### src/rtl/tdm_slot_mux.sv
// Fixed-schedule N-channel TDM output mux with one-entry per-channel buffers; a word is emitted the cycle after its slot starts, and a full buffer holds its producer off.
// Build with TDM_SLOT_MASK_EN to add the slot_en input that disables individual channels without shrinking the schedule.
module tdm_slot_mux #(
   parameter int WIDTH    = 16,
   parameter int NCH      = 4,
   parameter int SLOT_LEN = 1,
   parameter int CW       = (NCH > 1) ? $clog2(NCH) : 1
) (
   input  logic                 clk,
   input  logic                 rst_n,
   input  logic [NCH*WIDTH-1:0] in_data,
   input  logic [NCH-1:0]       in_valid,
   output logic [NCH-1:0]       in_ready,
   output logic [CW-1:0]        slot,
   output logic [WIDTH-1:0]     out,
   output logic                 out_valid,
   output logic [CW-1:0]        out_ch
`ifdef TDM_SLOT_MASK_EN
   ,input logic [NCH-1:0]       slot_en
`endif
);

   localparam int CYW = (SLOT_LEN > 1) ? $clog2(SLOT_LEN) : 1;

   logic [CYW-1:0]   cyc_q, cyc_d;
   logic [CW-1:0]    slot_q, slot_d;
   logic [NCH-1:0]   full_q, full_d;
   logic [WIDTH-1:0] dbuf_q [NCH];
   logic [WIDTH-1:0] dbuf_d [NCH];
   logic [WIDTH-1:0] out_q, out_d;
   logic             out_valid_q, out_valid_d;
   logic [CW-1:0]    out_ch_q, out_ch_d;
   logic [NCH-1:0]   ch_en;

`ifdef TDM_SLOT_MASK_EN
   assign ch_en = slot_en;
`else
   assign ch_en = '1;
`endif

   assign in_ready  = ~full_q & ch_en;
   assign slot      = slot_q;
   assign out       = out_q;
   assign out_valid = out_valid_q;
   assign out_ch    = out_ch_q;

   always_comb begin
      cyc_d       = cyc_q;
      slot_d      = slot_q;
      full_d      = full_q;
      dbuf_d      = dbuf_q;
      out_d       = '0;
      out_valid_d = 1'b0;
      out_ch_d    = out_ch_q;

      // Schedule advances from the free-running counter only, never from traffic.
      if (cyc_q == CYW'(SLOT_LEN - 1)) begin
         cyc_d  = '0;
         slot_d = (slot_q == CW'(NCH - 1)) ? '0 : slot_q + CW'(1);
      end else begin
         cyc_d = cyc_q + CYW'(1);
      end

      if (cyc_q == '0) begin
         out_ch_d = slot_q;
         if (full_q[slot_q]) begin
            out_d          = dbuf_q[slot_q];
            out_valid_d    = 1'b1;
            full_d[slot_q] = 1'b0;
         end
      end

      // in_ready is low while full, so an accept never collides with a drain.
      for (int c = 0; c < NCH; c++) begin
         if (in_valid[c] && in_ready[c]) begin
            full_d[c] = 1'b1;
            dbuf_d[c] = in_data[c*WIDTH +: WIDTH];
         end
         if (!ch_en[c]) begin
            full_d[c] = 1'b0;
         end
      end
   end

   always_ff @(posedge clk or negedge rst_n) begin
      if (!rst_n) begin
         cyc_q       <= '0;
         slot_q      <= '0;
         full_q      <= '0;
         out_q       <= '0;
         out_valid_q <= 1'b0;
         out_ch_q    <= '0;
         for (int c = 0; c < NCH; c++) begin
            dbuf_q[c] <= '0;
         end
      end else begin
         cyc_q       <= cyc_d;
         slot_q      <= slot_d;
         full_q      <= full_d;
         out_q       <= out_d;
         out_valid_q <= out_valid_d;
         out_ch_q    <= out_ch_d;
         for (int c = 0; c < NCH; c++) begin
            dbuf_q[c] <= dbuf_d[c];
         end
      end
   end

endmodule

### config.mk
export PLATFORM = sky130hd
export DESIGN_NAME = tdm_slot_mux
export DESIGN_NICKNAME = d
export VERILOG_FILES = /design/src/rtl/tdm_slot_mux.sv
export SDC_FILE = /design/constraint.sdc
export NUM_CORES = 1
export LEC_CHECK = 0
export BUFFER_PORTS_ARGS = -buffer_cell sky130_fd_sc_hd__buf_2
export CORE_MARGIN = 2
export CORE_UTILIZATION = 25
export CTS_BUF_LIST = sky130_fd_sc_hd__clkbuf_2
export DETAILED_ROUTE_END_ITERATION = 6
export SLEW_MARGIN = 40
export SYNTH_ARGS = -nofsm -noshare
export SYNTH_HDL_FRONTEND = slang
export SYNTH_SLANG_ARGS = --single-unit
### constraint.sdc
create_clock -name clk -period 1.65 [get_ports clk]
set_input_delay 0.165 -clock clk [delete_from_list [all_inputs] [get_ports clk]]
set_output_delay 0.165 -clock clk [all_outputs]
set_load 0.01 [all_outputs]
==> results of run 1 <==
## cell families after synthesis
| logic type | after synthesis | share of synthesized area (%) |
|---|---|---|
| buffers and inverters | 21 | 2.86 |
| multiplexers | 81 | 29.7 |
| flip-flops | 89 | 59.9 |
| AND/OR/NAND/NOR | 31 | 4.84 |
| adder cells (fa/ha/maj) | 4 | 1.35 |
| AO/OA/AOI/OAI | 7 | 1.45 |
## synthesized netlist by cell type (all sizes together)
library cell	instances	share of area, %
dfrtp	89	60
mux2	64	19
mux4	17	10
nor2b	15	2.6
buf	13	2.1
inv	7	0.71
and2b	6	1.2
nor2	6	0.61
ha	4	1.3
a41oi	3	0.71
nand2	3	0.30
a21oi	1	0.13
clkbuf	1	0.10
nand3	1	0.13
o211ai	1	0.20
o21ai	1	0.13
o311a	1	0.27
## through the flow
stage / utilization, % / total power [uW] / hold slack, ns / instance area (um2)
final: 36.7 / 4510 / 0.143 / 5340
after global routing: 36.7 / 4810 / 0.0785 / 5340
after CTS: 36.6 / 4600 / 0.0754 / 5320
after detailed placement: 31.0 / 3470 / 0.246 / 4510
after global placement: 31.0 / 3430 / 0.240 / 4510
after floorplan: - / 3100 / -0.131 / 3720
## worst max-delay path by stage
stage                           from           endpoint  slack, ns
2_1_floorplan      slot[0]$_DFF_PN0_  out[11]$_DFF_PN0_       0.07
4_1_cts            slot[0]$_DFF_PN0_            slot[0]       0.04
6_report           slot[0]$_DFF_PN0_   out[6]$_DFF_PN0_       0.13
3_3_place_gp       slot[0]$_DFF_PN0_  out[11]$_DFF_PN0_       0.18
3_5_place_dp   full_q[1]$_DFFE_PN0P_   out[6]$_DFF_PN0_       0.13
5_1_grt            slot[0]$_DFF_PN0_            slot[0]       0.01
## cell usage in the layout, fill, tap and decap left out, types with 2 or more instances in the layout
| master | count |
|---|---|
| clkinvlp_4 | 3 |
| clkbuf_2 | 10 |
| inv_1 | 5 |
| ha_1 | 4 |
| and2b_1 | 6 |
| buf_12 | 3 |
| mux2_2 | 64 |
| inv_2 | 2 |
| nor2_1 | 6 |
| nor2b_1 | 13 |
| mux4_2 | 17 |
| a41oi_1 | 3 |
| nor2b_2 | 2 |
| buf_2 | 93 |
| dfrtp_1 | 88 |
| nand2_1 | 3 |
| dlygate4sd3_1 | 69 |
| buf_4 | 18 |
## critical path: stages, from the launching register on
cell and delay (ns):
dfrtp_2 0.46, buf_4 0.13, mux4_2 0.59, buf_12 0.18, nor2b_1 0.12
## layout make-up
type	count	area, um2
fill	1436	9200
sequential	89	2230
multi-input combinational	123	1390
timing repair buffer	184	1370
tap	184	230
clock buffer	10	50.0
clock inverter	6	43.8
inverter	7	26.3
## report_power, final
group          internal [uW]  switching [uW]
combinational            570             301
sequential              2500             162
clock                    205             779
total                   3270            1240
## flip-flops by register name, summed over array words and instances (netlist names)
signal / cells
out_valid: 1
slot: 2
full_q: 4
out: 16
dbuf_q: 64
out_ch: 2
## routing by layer
layer	vias up	global-route usage, %	wire length, um
li1	1194	-	-
met1	1309	15.6	4050
met2	62	22.2	5150
met3	15	3.95	463
met4	0	4.85	205
met5	-	0	0
## repair_timing
item,CTS,global route
endpoints found under the hold margin,157,0
hold buffers,69,0
buffers inserted,4,1
endpoints found under the setup margin,2,3
resized for setup,1,1
==> metrics, run 1 <==
status completed; vias in the first global route 2,940; syn nets 307; htree depth 3; Slew Limit Fails 0; min-delay worst type input pin to async pin; layout cell share with drive strength beyond 1 51.6%; pwr dens 846 mW/mm2; initial antenna violation count 0; die area 0.0159 mm2; Port Buffers 94; Nets 488; final WL 9.87 mm; r2r setup slk 0.13 ns; VDD IR max 378 uV; FF+latch count, synth 89; Max Cap Viol 0; pre-CTS WS 0.129 ns; Core Region 0.0145 mm2; row count 44; Critical Path AT 2.03 ns; # diodes 0; Max FO, Critical Path 9; DR iter-0 viols 63; startpoint types flip-flop; Fin. Hold Viols 0; drt via density 4.28; Mapped Avg Cell Area 16.0 um2; final setup violation count 0; kind of critical path flip-flop to flip-flop; via count 2,580; FF-to-FF Start slot[0]$_DFF_PN0_; Layout area overhead 43.4%; CTS tree built; total CTS buffers 9; Initial Util 25.6%; post-synthesis cell count 233; Max Freq 659 MHz; Tmin final 1.52 ns; boundary pin count 95; sequential share of the synthesized area 59.9%; setup_tns 0 ns; Routed Antenna Nets 0; FF-to-FF End out[6]$_DFF_PN0_; DIE HEIGHT 126 um; Slew HR 68.5%; Reg clk slew, reported paths 0.26 ns; fin cells 603; largest net degree at the start of global routing 90; pin slew with the least headroom to its limit 0.473 ns; hpwl dp 6.82 mm; crit path capture type flip-flop; placed cell count 513; P_leak 0.00239 uW; worst r2r path cells 4; CP required 2.16 ns; period utilisation layout 92.0%; total clock sinks 89; gp weighted congestion 0.806; Yosys warning count 0; later-pin clock latency in the skew report 0.58 ns; Yosys cell types 21; GRT overflow 0; Max Clock Skew 0.0282 ns; final worst setup slack 0.132 ns; drt pass-1 iters 5; DRC viols 0; synthesized area 0.00372 mm2; Tot GR Track Use 13.0%; first-pass GRT wire length 15.7 mm; Longest Clk Path Bufs 2; RSZ-0062 raised after global routing false; Routed WL per cell 16.4 um; CTS Root Cell clkbuf_2; die outline width 126 um
Power figures use the tool's default switching activity.
==> run 2: changes to the inputs <==
PLACE_DENSITY = 0.54   (was unset)
==> metrics, run 2 (synthesized netlist as in run 1, its figures left out) <==
setup_tns 0 ns; VDD IR max 375 uV; Hold WS 0.117 ns; Slew HR 80.7%; drt via density 4.18; Tot GR Track Use 12.7%; die area 0.0159 mm2; largest net degree at the start of global routing 35; Routed Antenna Nets 0; row count 44; later-pin clock latency in the skew report 0.58 ns; DR iter-0 viols 73; min-delay worst type input pin to async pin; vias in the first global route 2,822; Max Freq 651 MHz; Filler Cells Inserted 1,430; die outline width 126 um; Port Buffers 94; RSZ-0062 raised after global routing false; max reg flops 64; first-pass GRT wire length 15.0 mm; Reg clk slew, reported paths 0.25 ns; layout cell share with drive strength beyond 1 51.3%; CP max stage cell mux4_2; Layout area overhead 45.9%; cell family with most CP delay multiplexers; commonest non-fill, non-tap cells in the layout 93 x buf_2, 87 x dfrtp_1, 69 x dlygate4sd3_1, 64 x mux2_2, 17 x mux4_2; boundary pin count 95; Core Region 0.0145 mm2; Slew Limit Fails 0; cells along the critical path buf_12, buf_4, mux4_2, nor2b_2; GRT overflow 0; Final Cell Area 0.00543 mm2; critical path's largest stage delay 0.51 ns; status completed; Fin. Hold Viols 0; CTS Root Cell clkbuf_2; # diodes 0; Placement Cell Area 0.00452 mm2; pwr dens 903 mW/mm2; final WL 9.33 mm; initial antenna violation count 0; DRC viols 0; kind of critical path flip-flop to flip-flop; WP buf/inv 2; most common cell after layout, fill and taps aside buf_2; Largest Register dbuf_q; Max Clock Skew 0.0304 ns; total CTS buffers 9; Critical Path AT 2.03 ns; htree depth 3; startpoint types flip-flop; Nets 488; Max FO, Critical Path 9; DIE HEIGHT 126 um; Longest Clk Path Bufs 2; CP required 2.14 ns; sequential cell area 0.00223 mm2; crit path capture type flip-flop; P_leak 0.00244 uW; Max Cap Viol 0; Routed WL per cell 15.5 um; via count 2,523; total clock sinks 89; multi-input combinational cell area 0.00139 mm2; period utilisation layout 93.1%; Final Util 37.4%; CTS tree built; Initial Util 25.6%; gp weighted congestion 0.750; drt pass-1 iters 4; hpwl dp 6.39 mm; final setup violation count 0; Tmin final 1.54 ns; pin slew with the least headroom to its limit 0.289 ns
-- run 2: what timing repair did --
item,CTS,global route
gates cloned,0,0
endpoints found under the hold margin,157,0
hold buffers,70,0
resized for setup,1,1
endpoints found under the setup margin,2,2
setup buffers,2,3
-- run 2: through the flow --
step                      total power (uW)  setup WS, ns  instances
after CTS                             4980        0.0236        600
after global routing                  5190       0.00833        603
after floorplan                       3100        0.0682        233
after global placement                3420         0.268        512
after detailed placement              3450         0.238        512
final                                 4910         0.113        603
-- run 2: cell type report --
| cell class | count | share of cell area [%] |
|---|---|---|
| sequential | 89 | 41.1 |
| clock buffer | 9 | 0.829 |
| inverter | 7 | 0.484 |
| clock inverter | 7 | 2.00 |
| tap | 184 | 4.24 |
| timing repair buffer | 184 | 25.8 |
| multi-input combinational | 123 | 25.6 |
-- run 2: worst min-delay path: cells and delay by family --
kind / cells / cell delay, ns
buffers and inverters: 3 / 0.93
-- run 2: layer usage --
layer / up-vias / global-route usage, % / part of all wire (%)
met5: - / 0 / 0
li1: 1188 / - / -
met1: 1268 / 16.3 / 46
met4: 0 / 4.65 / 1.6
met3: 13 / 3.36 / 3.9
met2: 54 / 20.7 / 48
-- run 2: worst paths after layout --
path / start / endpoint / slack [ns] / cells past startpoint
setup / recovery: slot[0]$_DFF_PN0_ / out[11]$_DFF_PN0_ / 0.11 / 4
hold / removal: rst_n / out_ch[0]$_DFF_PN0_ / 0.12 / 3
setup reg to reg: slot[0]$_DFF_PN0_ / out[11]$_DFF_PN0_ / 0.11 / 4
hold reg to reg: dbuf_q[24]$_DFFE_PN0P_ / dbuf_q[24]$_DFFE_PN0P_ / 0.53 / 1
max in group asynchronous: rst_n / dbuf_q[35]$_DFFE_PN0P_ / 1.29 / 3
min in group clk: in_data[15] / dbuf_q[63]$_DFFE_PN0P_ / 0.32 / 3
-- run 2: report_power, final --
part           total [uW]  internal [uW]  switching (uW)
Sequential           2640           2500             148
Combinational         871            577             294
Clock                1390            637             755
Total                4910           3710            1200
==> run 3: changes to the inputs <==
PLACE_DENSITY = 0.46   (was 0.54)
==> metrics, run 3 (synthesized netlist as in run 1, its figures left out) <==
status completed; worst r2r path cells 4; FF-to-FF End out[9]$_DFF_PN0_; Longest Clk Path Bufs 2; internal power 3420 uW; initial antenna violation count 0; pwr dens 866 mW/mm2; Largest Register dbuf_q; later-pin clock latency in the skew report 0.60 ns; FF-to-FF Start full_q[0]$_DFFE_PN0P_; Max Cap Viol 0; Routed Antenna Nets 0; commonest non-fill, non-tap cells in the layout 93 x buf_2, 88 x dfrtp_1, 69 x dlygate4sd3_1, 64 x mux2_2, 17 x mux4_2; pre-CTS WS 0.172 ns; final setup violation count 0; Fin. Hold Viols 0; most common cell after layout, fill and taps aside buf_2; total CTS buffers 9; Final Power 4620 uW; period utilisation layout 93.9%; drt via density 4.25; min-delay worst type input pin to async pin; Slew Limit Fails 0; Hold WS 0.123 ns; gp weighted congestion 0.772; pin slew with the least headroom to its limit 0.502 ns; DIE HEIGHT 126 um; Port Buffers 94; startpoint types flip-flop; row count 44; CTS tree built; final worst setup slack 0.101 ns; hpwl dp 6.37 mm; P_leak 0.00240 uW; first-pass GRT wire length 15.4 mm; drt pass-1 iters 4; RSZ-0062 raised after global routing false; Slew HR 66.6%; # diodes 0; Final Util 36.8%; DRC viols 0; Layout area overhead 43.5%; Routed WL per cell 15.9 um; VDD IR max 449 uV; Nets 484; Max FO, Critical Path 9; Tmin final 1.55 ns; GRT overflow 0; Combinational Power Share 18.8%; Max Freq 645 MHz; die area 0.0159 mm2; CTS Root Cell clkbuf_2; crit path capture type flip-flop; Max Clock Skew 0.0353 ns; NetSw 1210 uW; boundary pin count 95; Critical Path AT 2.07 ns; r2r setup slk 0.10 ns; layout cell share with drive strength beyond 1 51.3%; kind of critical path flip-flop to flip-flop; max reg flops 64; largest net degree at the start of global routing 90; setup_tns 0 ns; Tot GR Track Use 13.0%; die outline width 126 um; Initial Util 25.6%; final WL 9.53 mm; Reg power frac 57.1%; Core Region 0.0145 mm2; vias in the first global route 2,809; Reg clk slew, reported paths 0.27 ns; htree depth 3; Sw Ratio 26.1%; CP required 2.17 ns; total clock sinks 89; clock share of power 24.1%; DR iter-0 viols 99; via count 2,546
run 3: changes by cell type in the layout (fill, tap and decap cells not counted), moves of 2 or more:
cell / delta
clkinv_2: +4
buf_4: -3
clkinv_1: -3
bufinv_16: -2
run 3: what timing repair did:
| item | 4_1_cts | 5_1_grt |
|---|---|---|
| hold buffers | 69 | 0 |
| setup buffers | 0 | 2 |
| resized for setup | 0 | 1 |
| endpoints found under the setup margin | 0 | 2 |
| hold endpoints to repair | 157 | 0 |
run 3: area by class of cell:
cell class / count / area, um2
Timing Repair Buffer: 180 / 1360
Multi-Input combinational cell: 123 / 1390
Inverter: 7 / 26.3
Tap cell: 184 / 230
Fill cell: 1442 / 9190
Clock buffer: 10 / 50.0
Clock inverter: 6 / 58.8
Sequential cell: 89 / 2230
run 3: worst max-delay path by stage:
stage / start / to / slack (ns) / cells past startpoint
after global routing: slot[1]$_DFF_PN0_ / slot[1] / 0.005 / 2
after CTS: slot[0]$_DFF_PN0_ / slot[0] / 0.004 / 2
after floorplan: slot[0]$_DFF_PN0_ / out[11]$_DFF_PN0_ / 0.07 / 4
final: full_q[0]$_DFFE_PN0P_ / out[9]$_DFF_PN0_ / 0.10 / 4
after global placement: full_q[0]$_DFFE_PN0P_ / dbuf_q[61]$_DFFE_PN0P_ / 0.21 / 3
after detailed placement: full_q[1]$_DFFE_PN0P_ / out[14]$_DFF_PN0_ / 0.17 / 4
run 3: metrics by stage:
stage,cell area (um2),std cells
finish,5340,599
global route,5340,599
CTS,5320,597
detailed placement,4520,512
global placement,4520,512
floorplan,3720,233
run 3: power by group through the flow:
stage / Clock [uW] / Combinational, uW / Sequential, uW
after detailed placement: 0 / 760 / 2690
after global placement: 0 / 742 / 2690
after floorplan: 0 / 432 / 2670
final: 1110 / 868 / 2640
after CTS: 1190 / 887 / 2650
after global routing: 1250 / 951 / 2690
run 3: routing by layer:
| layer | up-vias | part of all wire (%) | global-route usage (%) |
|---|---|---|---|
| met5 | - | 0 | 0 |
| met4 | 0 | 1.8 | 4.78 |
| met3 | 13 | 4.8 | 3.82 |
| met2 | 70 | 50 | 21.9 |
| met1 | 1274 | 43 | 15.9 |
| li1 | 1189 | - | - |
run 3: critical path, cell delays in order (launching register included):
cell and delay [ns]:
dfrtp_1 0.48, inv_2 0.07, mux4_2 0.61, buf_12 0.20
nor2b_1 0.11
